<file path="src/rtl/dac_share_arbiter.sv">
// Round-robin owner arbitration for the shared DAC bus.
// Inserts an idle-code dead gap between owners and force-releases long holds.
module dac_share_arbiter #(
  parameter int unsigned            _NUM_CHANNELS = 4,
  parameter int unsigned            _DAC_WIDTH    = 8,
  parameter logic [_DAC_WIDTH-1:0]  _IDLE_CODE    = 8'h80,
  parameter logic [15:0]            _MAX_HOLD     = 16'd1000,
  parameter int unsigned            _GAP          = 2
) (
  input  logic                                 clk,
  input  logic                                 rst_n,
  input  logic [_NUM_CHANNELS-1:0]             req,
  input  logic [_NUM_CHANNELS*_DAC_WIDTH-1:0]  ch_data,
  output logic [_NUM_CHANNELS-1:0]             grant,
  output logic [_DAC_WIDTH-1:0]                dac_data,
  output logic                                 dac_busy,
  output logic [7:0]                           owner_id,
  output logic                                 timeout
);

  localparam int unsigned N      = _NUM_CHANNELS;
  localparam int unsigned W      = _DAC_WIDTH;
  localparam int          NCH    = int'(_NUM_CHANNELS);
  localparam int unsigned IDX_W  = (N > 1) ? $clog2(N) : 1;
  localparam int unsigned GAP_W  = 8;
  localparam int unsigned HOLD_W = 16;

  typedef enum logic [1:0] {
    S_IDLE  = 2'd0,
    S_GRANT = 2'd1,
    S_GAP   = 2'd2
  } state_t;

  state_t              state_q, state_d;
  logic [N-1:0]        grant_d;
  logic [W-1:0]        dac_d;
  logic                busy_d;
  logic [7:0]          owner_d;
  logic                timeout_d;
  logic [HOLD_W-1:0]   hold_q, hold_d;
  logic [GAP_W-1:0]    gap_q, gap_d;

  logic [W-1:0]        samples [N];
  logic [IDX_W-1:0]    owner_idx;
  logic [W-1:0]        owner_sample;
  logic                owner_req;
  logic [IDX_W-1:0]    cand;
  logic [IDX_W-1:0]    winner;
  logic                win_valid;

  // Unpack the flattened per-channel samples.
  always_comb begin
    for (int i = 0; i < NCH; i++) begin
      samples[i] = ch_data[i*int'(W) +: W];
    end
  end

  assign owner_idx    = owner_id[IDX_W-1:0];
  assign owner_sample = samples[owner_idx];
  assign owner_req    = req[owner_idx];

  // Round-robin search starting just after the last owner.
  always_comb begin
    win_valid = 1'b0;
    winner    = '0;
    cand      = '0;
    for (int k = 1; k <= NCH; k++) begin
      cand = IDX_W'((int'(owner_id) + k) % NCH);
      if (!win_valid && req[cand]) begin
        win_valid = 1'b1;
        winner    = cand;
      end
    end
  end

  // Next-state and next-output logic; every output is registered below.
  always_comb begin
    state_d   = state_q;
    grant_d   = grant;
    dac_d     = dac_data;
    busy_d    = dac_busy;
    owner_d   = owner_id;
    timeout_d = 1'b0;
    hold_d    = hold_q;
    gap_d     = gap_q;

    unique case (state_q)
      S_IDLE: begin
        grant_d = '0;
        busy_d  = 1'b0;
        dac_d   = _IDLE_CODE;
        if (win_valid) begin
          state_d = S_GRANT;
          grant_d = N'(1) << winner;
          busy_d  = 1'b1;
          owner_d = 8'(winner);
          hold_d  = '0;
        end
      end

      S_GRANT: begin
        // A release on the limit edge wins over the forced release.
        if (!owner_req || (hold_q == _MAX_HOLD - 16'd1)) begin
          state_d   = S_GAP;
          grant_d   = '0;
          busy_d    = 1'b0;
          dac_d     = _IDLE_CODE;
          gap_d     = '0;
          timeout_d = owner_req;
        end else begin
          dac_d = owner_sample;
          if (hold_q != '1) begin
            hold_d = hold_q + 16'd1;
          end
        end
      end

      S_GAP: begin
        grant_d = '0;
        busy_d  = 1'b0;
        dac_d   = _IDLE_CODE;
        if (gap_q == GAP_W'(_GAP - 1)) begin
          state_d = S_IDLE;
        end else begin
          gap_d = gap_q + 8'd1;
        end
      end

      default: begin
        state_d = S_IDLE;
        grant_d = '0;
        busy_d  = 1'b0;
        dac_d   = _IDLE_CODE;
      end
    endcase
  end

  // State and output registers; owner resets to the top channel so channel 0 is served first.
  always_ff @(posedge clk or negedge rst_n) begin
    if (!rst_n) begin
      state_q  <= S_IDLE;
      grant    <= '0;
      dac_data <= _IDLE_CODE;
      dac_busy <= 1'b0;
      owner_id <= 8'(N - 1);
      timeout  <= 1'b0;
      hold_q   <= '0;
      gap_q    <= '0;
    end else begin
      state_q  <= state_d;
      grant    <= grant_d;
      dac_data <= dac_d;
      dac_busy <= busy_d;
      owner_id <= owner_d;
      timeout  <= timeout_d;
      hold_q   <= hold_d;
      gap_q    <= gap_d;
    end
  end

endmodule

</file>
<file path="config.mk">
export PLATFORM = sky130hd
export DESIGN_NAME = dac_share_arbiter
export DESIGN_NICKNAME = d
export VERILOG_FILES = /design/src/rtl/dac_share_arbiter.sv
export SDC_FILE = /design/constraint.sdc
export NUM_CORES = 1
export LEC_CHECK = 0
export ABC_AREA = 0
export CELL_PAD_IN_SITES_DETAIL_PLACEMENT = 0
export CELL_PAD_IN_SITES_GLOBAL_PLACEMENT = 1
export CORE_ASPECT_RATIO = 1.1
export CORE_MARGIN = 3
export CORE_UTILIZATION = 40
export DETAILED_ROUTE_END_ITERATION = 10
export PLACE_DENSITY_LB_ADDON = 0.15
export SLEW_MARGIN = 20
export SYNTH_ARGS = -nofsm -noshare
export SYNTH_HDL_FRONTEND = slang
export SYNTH_SLANG_ARGS = --single-unit
</file>
<file path="constraint.sdc">
create_clock -name clk -period 3.8 [get_ports clk]
set_input_delay 1.14 -clock clk [delete_from_list [all_inputs] [get_ports clk]]
set_output_delay 1.14 -clock clk [all_outputs]
set_load 0.01 [all_outputs]
</file>
Word-level counts from Yosys, hierarchy flattened
Index checks and enable logic that the tools add are counted.
Storage, ports and cells
  output and inout port bits: 22
  bits in registers: 42
  input bits: 38
  word-level logic and storage cells: 90
Cells by class
  equality and inequality tests: 11
  reductions and logical operators: 15
  shifts and indexed selects: 1
  magnitude comparators: 6
  add/sub/neg operators: 6
  mux-type cells: 42
  bitwise operators: 1
Operator list (number)
  $mux W16: 3
  $mux W8: 6
  $pmux W16 S2: 1
  $add A16 B1 Y16 const B: 1
  $bmux W8 S2: 1
  $eq A16 B10 Y1 const B: 1
  $ne A16 B16 Y1 const B: 1
  $pmux W8 S2: 1
  $lt A2 B3 Y1 const B: 5
  $mux W2: 7
  $mux W1: 13
  $ne A2 B2 Y1 const B: 6
  $bmux W1 S2: 5
  $add A8 B1 Y8 const B: 1
  $eq A8 B1 Y1 const B: 1
  $mux W4: 2
  $pmux W4 S2: 1
  $pmux W2 S3: 1
  $reduce_and A3 Y1: 2
  $add A2 B1 Y2 const B: 2
  $add A2 B2 Y2 const B: 2
  $logic_not A1 Y1: 4
  $reduce_and A4 Y1: 1
  $reduce_bool A2 Y1: 2
  10 further kinds: 12

Longest topological paths before layout
Gate-level depths: netlist (run 1).
  depth after elaboration: 16
  mapped depth: 8
  gate-level depth less buffers: 7

Worst setup path after synthesis (run 1)
No wires, ideal clock.
  kind: input port to flip-flop
  from: input port req[3]
  to: register hold_q[15]
  slack: 1.394 ns
  data required time: 3.722 ns
  setup time: 0.078 ns
  stages: 5
  data arrival time: 2.327 ns
  buffers on the path: 0
  cell sequence: mux2i_1 -> a2bb2oi_1 -> or4b_1 -> or3_1 -> a21oi_1
Between the ends
  cells in the longest elaborated chain, start to end: 14
  elaborated cells between the ends (all ways): 25
  classes of those cells: eq/ne: 2; mux: 14; reduce/logical: 9
Ends and longest elaborated chain
  start: declaration: RTL line 12  | input logic [_NUM_CHANNELS-1:0] req,
  $bmux W1 S2: RTL line 69  | if (!win_valid && req[cand]) begin
  $mux W1 (not written as such): RTL line 69
  $mux W1: RTL line 69
  $logic_not A1 Y1: RTL line 69
  $logic_and A1 B1 Y1: RTL line 69
  $mux W1: RTL line 69
  $logic_not A1 Y1: RTL line 69
  $logic_and A1 B1 Y1: RTL line 69
  $mux W1: RTL line 69
  $logic_not A1 Y1: RTL line 69
  $logic_and A1 B1 Y1: RTL line 69
  $mux W1: RTL line 69
  $ne A2 B2 Y1 (no source line)
  $reduce_and A4 Y1 (no source line) *
  end signal: assignment: RTL line 156  | hold_q <= hold_d;
  end: declaration: RTL line 40  | logic [HOLD_W-1:0] hold_q, hold_d;
Mark *: on every way between the ends. The rest lies on a longest branch, timed or not. The select of a mux whose other input is x is not followed.
A chain may end at the register's enable or synchronous reset.

Worst setup path in the final report (run 1)
Same ends and word-level chain as after synthesis.

==> run summary, run 1 <==
WL final -> 5.53 mm
Hpwl dp -> 4.05 mm
Count of different cell masters after synthesis -> 47
Crit Path Max Fanout -> 13
Net load switching power -> 620 uW
Post-Synth Adder-Cell Area -> 1.58%
Max Cap Viol -> 0
Synth Area in XOR/XNOR -> 2.58%
Via Count -> 1981
Final slew viol count -> 0
Main flop type after synthesis -> dfrtp_1
Post-synth EDFFs -> 0
Drt initial violations -> 135
Antenna Cells -> 0
Root Driver -> clkbuf_8
Compound-gate portion of the synthesized area -> 10.1%
Area grow syn2layout -> 28.2%
Post-Syn Area -> 2370 sq um
Sequential share of power -> 39.0%
Largest net degree at the start of global routing -> 43
Ratio of cells with drive above 1 in the final layout -> 9.59%
Max incr delay on CP -> 0.57 ns
# rows -> 28
Unrepaired setup endpoints after global routing -> false
Clk pin slew, worst setup/hold paths -> 0.09 ns
RR Startpoint -> owner_id[1]$_DFFE_PN1P_
Ports -> 60
Post-CTS sizing -> 0
Fin nets -> 332
Longest Clk Path Bufs -> 2
Achievable frequency -> 338 MHz
Layout Cells excl Fill -> 367
Post-route DRC -> 0
P_leak -> 1.23 nW
Post-Synthesis Cells -> 241
Worst path bufs/invs -> 2
RD Place Congestion -> 0.777
Setup bufs post-CTS -> 0
Synth warn -> 0
Total Power -> 1.72 mW
Internal power -> 1.10 mW
Clk_skew -> 0.0123 ns
R2R cell count -> 6
CP Class -> primary input to register
Worst Setup Start Kind -> primary input
R2r setup slk -> 1.50 ns
H-tree levels -> 2
Hold crit path type -> register to register
TritonCTS Buffers -> 5
WHS Path Cells -> 2
Post-DR vias/cell -> 5.40
CTS tree -> yes
# hold bufs at CTS -> 0
Die extent in x -> 79.4 microns
Port Buffers -> 53
Critical R2R Capture -> hold_q[15]$_DFFE_PN0P_
Final Hold Violating Endpoints -> 0
First-pass GRT wire length -> 9.35 mm
Worst vdd ir -> 277 uV
Final critical-path required period -> 2.96 ns
Final worst-path cycle share -> 77.8%
Top delay family on crit path -> simple AND/OR/NAND/NOR gates
Setup total negative slack -> 0 ns
CP Data Arrival Time -> 3.18 ns
Least-Margin Pin Slew -> 0.964 ns
Final setup viols -> 0
Vias in the first global route -> 1971
Worst path cell trace -> clkdlybuf4s50_1, mux2i_1, a2bb2oi_1, buf_4, or4b_1, or3_1, a21oi_1
Sw Ratio -> 36.0%
Initial antenna violation count -> 0
Simple-Gate Fraction of Synth Area -> 25.8%
Placed instance count -> 359
Minimum hold slack -> 0.487 ns
Gr usage total -> 17.4%
Main combinational cell family by area after synthesis -> simple AND/OR/NAND/NOR gates
Wirelength per Cell -> 15.1 microns
Antenna-violating nets left -> 0
Initial core utilization -> 42.6%
Slew headroom -> 35.7%
GRT Residual Overflow -> 0
Core area -> 5570 sq um
Share of total power in combinational logic -> 40.4%
First drt pass iteration count -> 5
CP endpoint kind -> register
Clock Latency Late Sink -> 0.30 ns
Worst Hold Endpoint -> dac_busy$_DFFE_PN0P_
Critical Path RT -> 4.02 ns
Worst Min Path Start -> dac_busy$_DFFE_PN0P_
DIE HEIGHT -> 86.8 microns
Async SR Flop Fraction -> 100%
Avg Cell Area, Syn -> 9.84 sq um
Clk pwr share -> 20.6%
Die ar. -> 6890 sq um
Clk sinks -> 42
Run status -> finished clean
Slowest library cell on the worst path -> clkdlybuf4s50_1
PD cells -> 567 nW/um^2
Post-synthesis mux area share -> 10.2%
Number of synthesized register bits -> 42
Sequential area share after synthesis -> 44.5%
worst reg2reg max path, stage by stage, from the launching register on:
cell       delay, ns
dfstp_2         0.75
mux2i_1         0.16
a2bb2oi_1       0.16
buf_4           0.19
or4b_1          0.54
or3_1           0.31
a21oi_1         0.14
state kept, by name, summed over array words and instances, names as in the netlist:
register	count
owner_id	2
gap_q	8
state_q	2
dac_busy	1
hold_q	16
grant	4
timeout	1
dac_data	8
metrics by stage:
| stage | setup slack, ns | area [sq um] | util [%] |
|---|---|---|---|
| after floorplan | 1.39 | 2390 | - |
| after global placement | 0.610 | 2930 | 52.6 |
| after CTS | 0.877 | 3040 | 54.6 |
| after global routing | 0.785 | 3040 | 54.6 |
| after detailed placement | 0.576 | 2930 | 52.6 |
| final | 0.845 | 3040 | 54.6 |
metal layers:
| layer | wire [microns] | GRT usage, % | up-vias | share of wire [%] |
|---|---|---|---|---|
| met5 | 0 | 0 | - | 0 |
| met4 | 29 | 5.31 | 0 | 0.52 |
| met3 | 226 | 4.26 | 2 | 4.1 |
| met2 | 2810 | 29.1 | 46 | 51 |
| met1 | 2470 | 22.1 | 962 | 45 |
| li1 | - | - | 971 | - |
power groups by stage:
stage	clock, mW	combinational [mW]	sequential, mW
final	0.356	0.696	0.672
after global routing	0.387	0.772	0.694
after CTS	0.364	0.706	0.678
after detailed placement	0	0.701	0.684
after global placement	0	0.699	0.684
after floorplan	0	0.473	0.628
cell usage in the layout (no fill, tap or decap), types with 2 or more instances in the layout:
cell type and n:
clkbuf_8 5, conb_1 6, buf_4 4, or3_1 4, nor2b_1 3, ha_1 3
nor4_1 9, or4_1 2, nand3_1 12, nor3_1 3, clkdlybuf4s50_1 52, xnor2_1 6
or2_2 2, and4_1 3, nand2b_1 4, and2_1 8, and3_1 4, nor2_1 16
nand4_1 9, o21ai_0 13, dfrtp_1 39, inv_1 3, a31oi_1 4, mux4_2 8
mux2i_1 5, a21oi_1 14, a21boi_0 2, nand2_1 23, o211ai_1 2, dfstp_2 3
final cells by class:
cell class                      instances  area (sq um)
Fill cell                             496          2530
Multi-Input combinational cell        182          1220
Sequential cell                        42          1050
Timing Repair Buffer                   57           556
Tap cell                               75          93.8
Clock buffer                            6          72.6
Clock inverter                          2          37.5
Inverter                                3          11.3
worst max-delay path by stage:
| stage | start | end | slack (ns) | depth (start not counted) |
|---|---|---|---|---|
| CTS | req[3] | hold_q[15]$_DFFE_PN0P_ | 0.88 | 7 |
| detailed placement | req[3] | hold_q[15]$_DFFE_PN0P_ | 0.58 | 7 |
| finish | req[3] | hold_q[15]$_DFFE_PN0P_ | 0.84 | 7 |
| floorplan | req[3] | hold_q[15]$_DFFE_PN0P_ | 1.39 | 5 |
| global placement | req[3] | hold_q[15]$_DFFE_PN0P_ | 0.61 | 7 |
| global route | req[3] | hold_q[8]$_DFFE_PN0P_ | 0.79 | 7 |
cell usage after synthesis (2+ instances only):
cell | count | area, sq um
nand2b_1 | 4 | 25.0
or4_1 | 2 | 15.0
o21ai_0 | 13 | 65.1
a31oi_1 | 4 | 25.0
a21oi_1 | 14 | 70.1
mux2i_1 | 5 | 50.1
dfstp_2 | 3 | 78.8
inv_1 | 3 | 11.3
ha_1 | 3 | 37.5
o211ai_1 | 2 | 15.0
and3_1 | 4 | 25.0
nand2_1 | 23 | 86.3
nor2b_1 | 3 | 18.8
or3_1 | 4 | 25.0
nor4_1 | 9 | 56.3
nor3_1 | 3 | 15.0
nand4_1 | 9 | 56.3
and2_1 | 8 | 50.1
or2_2 | 2 | 12.5
a21boi_0 | 2 | 15.0
dfrtp_1 | 39 | 976
mux4_2 | 8 | 180
nor2_1 | 16 | 60.1
buf_4 | 8 | 60.1
buf_2 | 6 | 30.0
clkbuf_1 | 5 | 18.8
and4_1 | 3 | 26.3
xnor2_1 | 6 | 52.6
nand3_1 | 12 | 60.1
cell families after synthesis:
| logic type | count (synthesis) |
|---|---|
| AO/OA/AOI/OAI | 41 |
| XOR/XNOR | 7 |
| adder cells (fa/ha/maj) | 3 |
| buffers and inverters | 22 |
| flip-flops | 42 |
| multiplexers | 14 |
| other | 1 |
| AND/OR/NAND/NOR | 111 |
Note: power is estimated with default switching activity, not from simulation.
==> run 2: changes to the inputs <==
CORE_UTILIZATION = 34   (was 40)
clock period = 2.7 ns   (was 3.8 ns; I/O delays follow)
==> run 2 against run 1 <==
  * Non-clock buffer count up 10
  * Clock skew down 0.0011 ns
  * First-iteration DRC count decreased by 39%
  * Critical path depth down 5
  * Core utilization is 8.0 points lower
  * Routed wire length rose by 7.3%
  * Sequential power grew 36%
==> run summary, run 2 (synthesis gave the netlist of run 1 again) <==
Setup bufs post-CTS -> 0 (unchanged)
Post-route DRC -> 0 (unchanged)
Clock Latency Late Sink -> 0.30 ns (about the same)
Max FFs per register -> 16 (unchanged)
# fillers -> 662 (was 496)
Worst path cell trace -> buf_4, clkdlybuf4s50_1 (was clkdlybuf4s50_1, mux2i_1, a2bb2oi_1, buf_4, or4b_1, or3_1, a21oi_1)
Worst Setup Start Kind -> register (was primary input)
CP Data Arrival Time -> 1.73 ns (was 3.18 ns)
Antenna Cells -> 0 (unchanged)
Port Buffers -> 53 (unchanged)
Layout Cells excl Fill -> 384 (was 367)
# hold bufs at CTS -> 0 (unchanged)
Sequential share of power -> 37.8% (was 39.0%)
Final setup viols -> 0 (unchanged)
Fin nets -> 342 (was 332)
Clk pin slew, worst setup/hold paths -> 0.09 ns (about the same)
Final critical-path required period -> 2.54 ns
Vias in the first global route -> 1960 (was 1971)
Die ar. -> 8020 sq um (was 6890 sq um)
Most common cell after layout, fill and taps aside -> clkdlybuf4s50_1 (unchanged)
CP endpoint kind -> output pin (was register)
Ports -> 60 (unchanged)
GRT Residual Overflow -> 0 (unchanged)
Final slew viol count -> 0 (unchanged)
Slowest library cell on the worst path -> dfstp_2 (was clkdlybuf4s50_1)
Run status -> finished clean (unchanged)
Sw Ratio -> 36.9% (was 36.0%)
Die extent in x -> 85.6 microns (was 79.4 microns)
R2r setup slk -> 0.53 ns (was 1.50 ns)
First-pass GRT wire length -> 9.93 mm (was 9.35 mm)
Dpl cell area -> 3020 sq um (was 2930 sq um)
Internal power -> 1.52 mW (was 1.10 mW)
WHS Path Cells -> 2 (unchanged)
Antenna-violating nets left -> 0 (unchanged)
Unrepaired setup endpoints after global routing -> false (unchanged)
Worst vdd ir -> 306 uV (was 277 uV)
Final Hold Violating Endpoints -> 0 (unchanged)
Max Cap Viol -> 0 (unchanged)
Most frequent cells in the layout -> clkdlybuf4s50_1 (52), dfrtp_1 (39), nand2_1 (23) (unchanged)
Slew headroom -> 53.5% (was 35.7%)
P_leak -> 1.28 nW (was 1.23 nW)
Post-DR vias/cell -> 5.28 (was 5.40)
Setup total negative slack -> 0 ns (unchanged)
Max incr delay on CP -> 0.69 ns (was 0.57 ns)
Initial antenna violation count -> 0 (unchanged)
Ratio of cells with drive above 1 in the final layout -> 12.9% (was 9.59%)
Share of total power in combinational logic -> 43.9% (was 40.4%)
Pre-CTS setup slack -> 0.0243 ns (was 0.576 ns)
DIE HEIGHT -> 93.6 microns (was 86.8 microns)
Post-CTS sizing -> 0 (unchanged)
H-tree levels -> 2 (unchanged)
R2R cell count -> 7 (was 6)
Design Area, Final -> 3110 sq um (was 3040 sq um)
First drt pass iteration count -> 4 (was 5)
PD cells -> 776 nW/um^2 (was 567 nW/um^2)
Clk_skew -> 0.0112 ns (was 0.0123 ns)
Least-Margin Pin Slew -> 0.691 ns (was 0.964 ns)
TritonCTS Buffers -> 5 (unchanged)
CTS tree -> yes (unchanged)
Final worst-path cycle share -> 94.2%
Critical Path RT -> 1.89 ns (was 4.02 ns)
M1 WL -> 2.63 mm (was 2.47 mm)
Initial core utilization -> 35.6% (was 42.6%)
RD Place Congestion -> 0.793 (was 0.777)
Placed instance count -> 376 (was 359)
Longest Clk Path Bufs -> 2 (unchanged)
Max Used Layer -> met4 (unchanged)
Via Count -> 2028 (was 1981)
Gr usage total -> 15.7% (was 17.4%)
Hpwl dp -> 4.43 mm (was 4.05 mm)
Achievable frequency -> 393 MHz
Final setup margin -> 0.156 ns (was 0.845 ns)
Hold crit path type -> register to register (unchanged)
Clk pwr share -> 18.3% (was 20.6%)
Largest net degree at the start of global routing -> 43 (unchanged)
Root Driver -> clkbuf_8 (unchanged)
Clk sinks -> 42 (unchanged)
Area grow syn2layout -> 31.1% (was 28.2%)
CP Class -> register to output pin (was primary input to register)
Core area -> 6670 sq um (was 5570 sq um)
Crit Path Max Fanout -> 10 (was 13)
Met2 wire len -> 2.98 mm (was 2.81 mm)
Net load switching power -> 890 uW (was 620 uW)
Total Power -> 2.41 mW (was 1.72 mW)
Wirelength per Cell -> 15.5 microns (was 15.1 microns)
WL final -> 5.94 mm (was 5.53 mm)
Biggest register -> hold_q (unchanged)
# rows -> 31 (was 28)
Drt initial violations -> 83 (was 135)
Largest regs -> hold_q: 16 flops, dac_data: 8 flops, gap_q: 8 flops (unchanged)
Met3 wire length -> 250 microns (was 226 microns)
==> run 2: changes by cell type in the layout (fill, tap and decap cells not counted) <==
cell       change
buf_4         +10
clkinv_2       +1
bufinv_16      -1
clkbuf_1       -1
clkbuf_8       +1
==> run 2: through the flow <==
stage          hold slack (ns)  util, %
2_1_floorplan            0.470        -
3_3_place_gp             0.469     45.2
3_5_place_dp             0.474     45.2
4_1_cts                  0.493     46.6
5_1_grt                  0.517     46.6
6_report                 0.488     46.6
==> run 2: final cells by class <==
class	instances	area (sq um)	area share, %
clock buffer	6	82.6	2.65
multi-input combinational	182	1220	39.1
sequential	42	1050	33.9
timing repair buffer	67	631	20.3
inverter	3	11.3	0.362
tap	82	103	3.30
clock inverter	2	12.5	0.402
==> run 2: worst paths after layout <==
check	startpoint	to
min in group asynchronous	rst_n	dac_data[0]$_DFF_PN0_
worst min-delay path	dac_busy$_DFFE_PN0P_	dac_busy$_DFFE_PN0P_
worst max-delay path	owner_id[1]$_DFFE_PN1P_	owner_id[1]
worst max register to register	owner_id[1]$_DFFE_PN1P_	hold_q[4]$_DFFE_PN0P_
max in group asynchronous	rst_n	owner_id[0]$_DFFE_PN1P_
worst min register to register	dac_busy$_DFFE_PN0P_	dac_busy$_DFFE_PN0P_
==> run 2: metal layers <==
layer / global-route usage, % / vias up
li1: - / 992
met1: 20.3 / 985
met2: 26.2 / 45
met3: 2.82 / 6
met4: 5.15 / 0
met5: 0 / -
==> run 2: power by group through the flow <==
stage                     Clock (mW)  Combinational [mW]  Sequential (mW)
after floorplan                    0               0.665            0.884
after global placement             0                1.07            0.928
after detailed placement           0                1.08            0.928
after CTS                      0.453                1.08            0.915
after global routing           0.478                1.18            0.936
final                          0.441                1.06            0.912
==> run 2: worst max-delay path, delay by kind of cell (launching register included) <==
kind	cells	cell delay (ns)
flip-flops	1	0.69
buffers and inverters	2	0.74
==> run 3: changes to the inputs <==
ABC_CLOCK_PERIOD_IN_PS = 2700   (was not set)
SLEW_MARGIN = not set   (was 20)
==> results of run 3 <==
The final DEF is identical to that of run 2; final timing and power are the same.
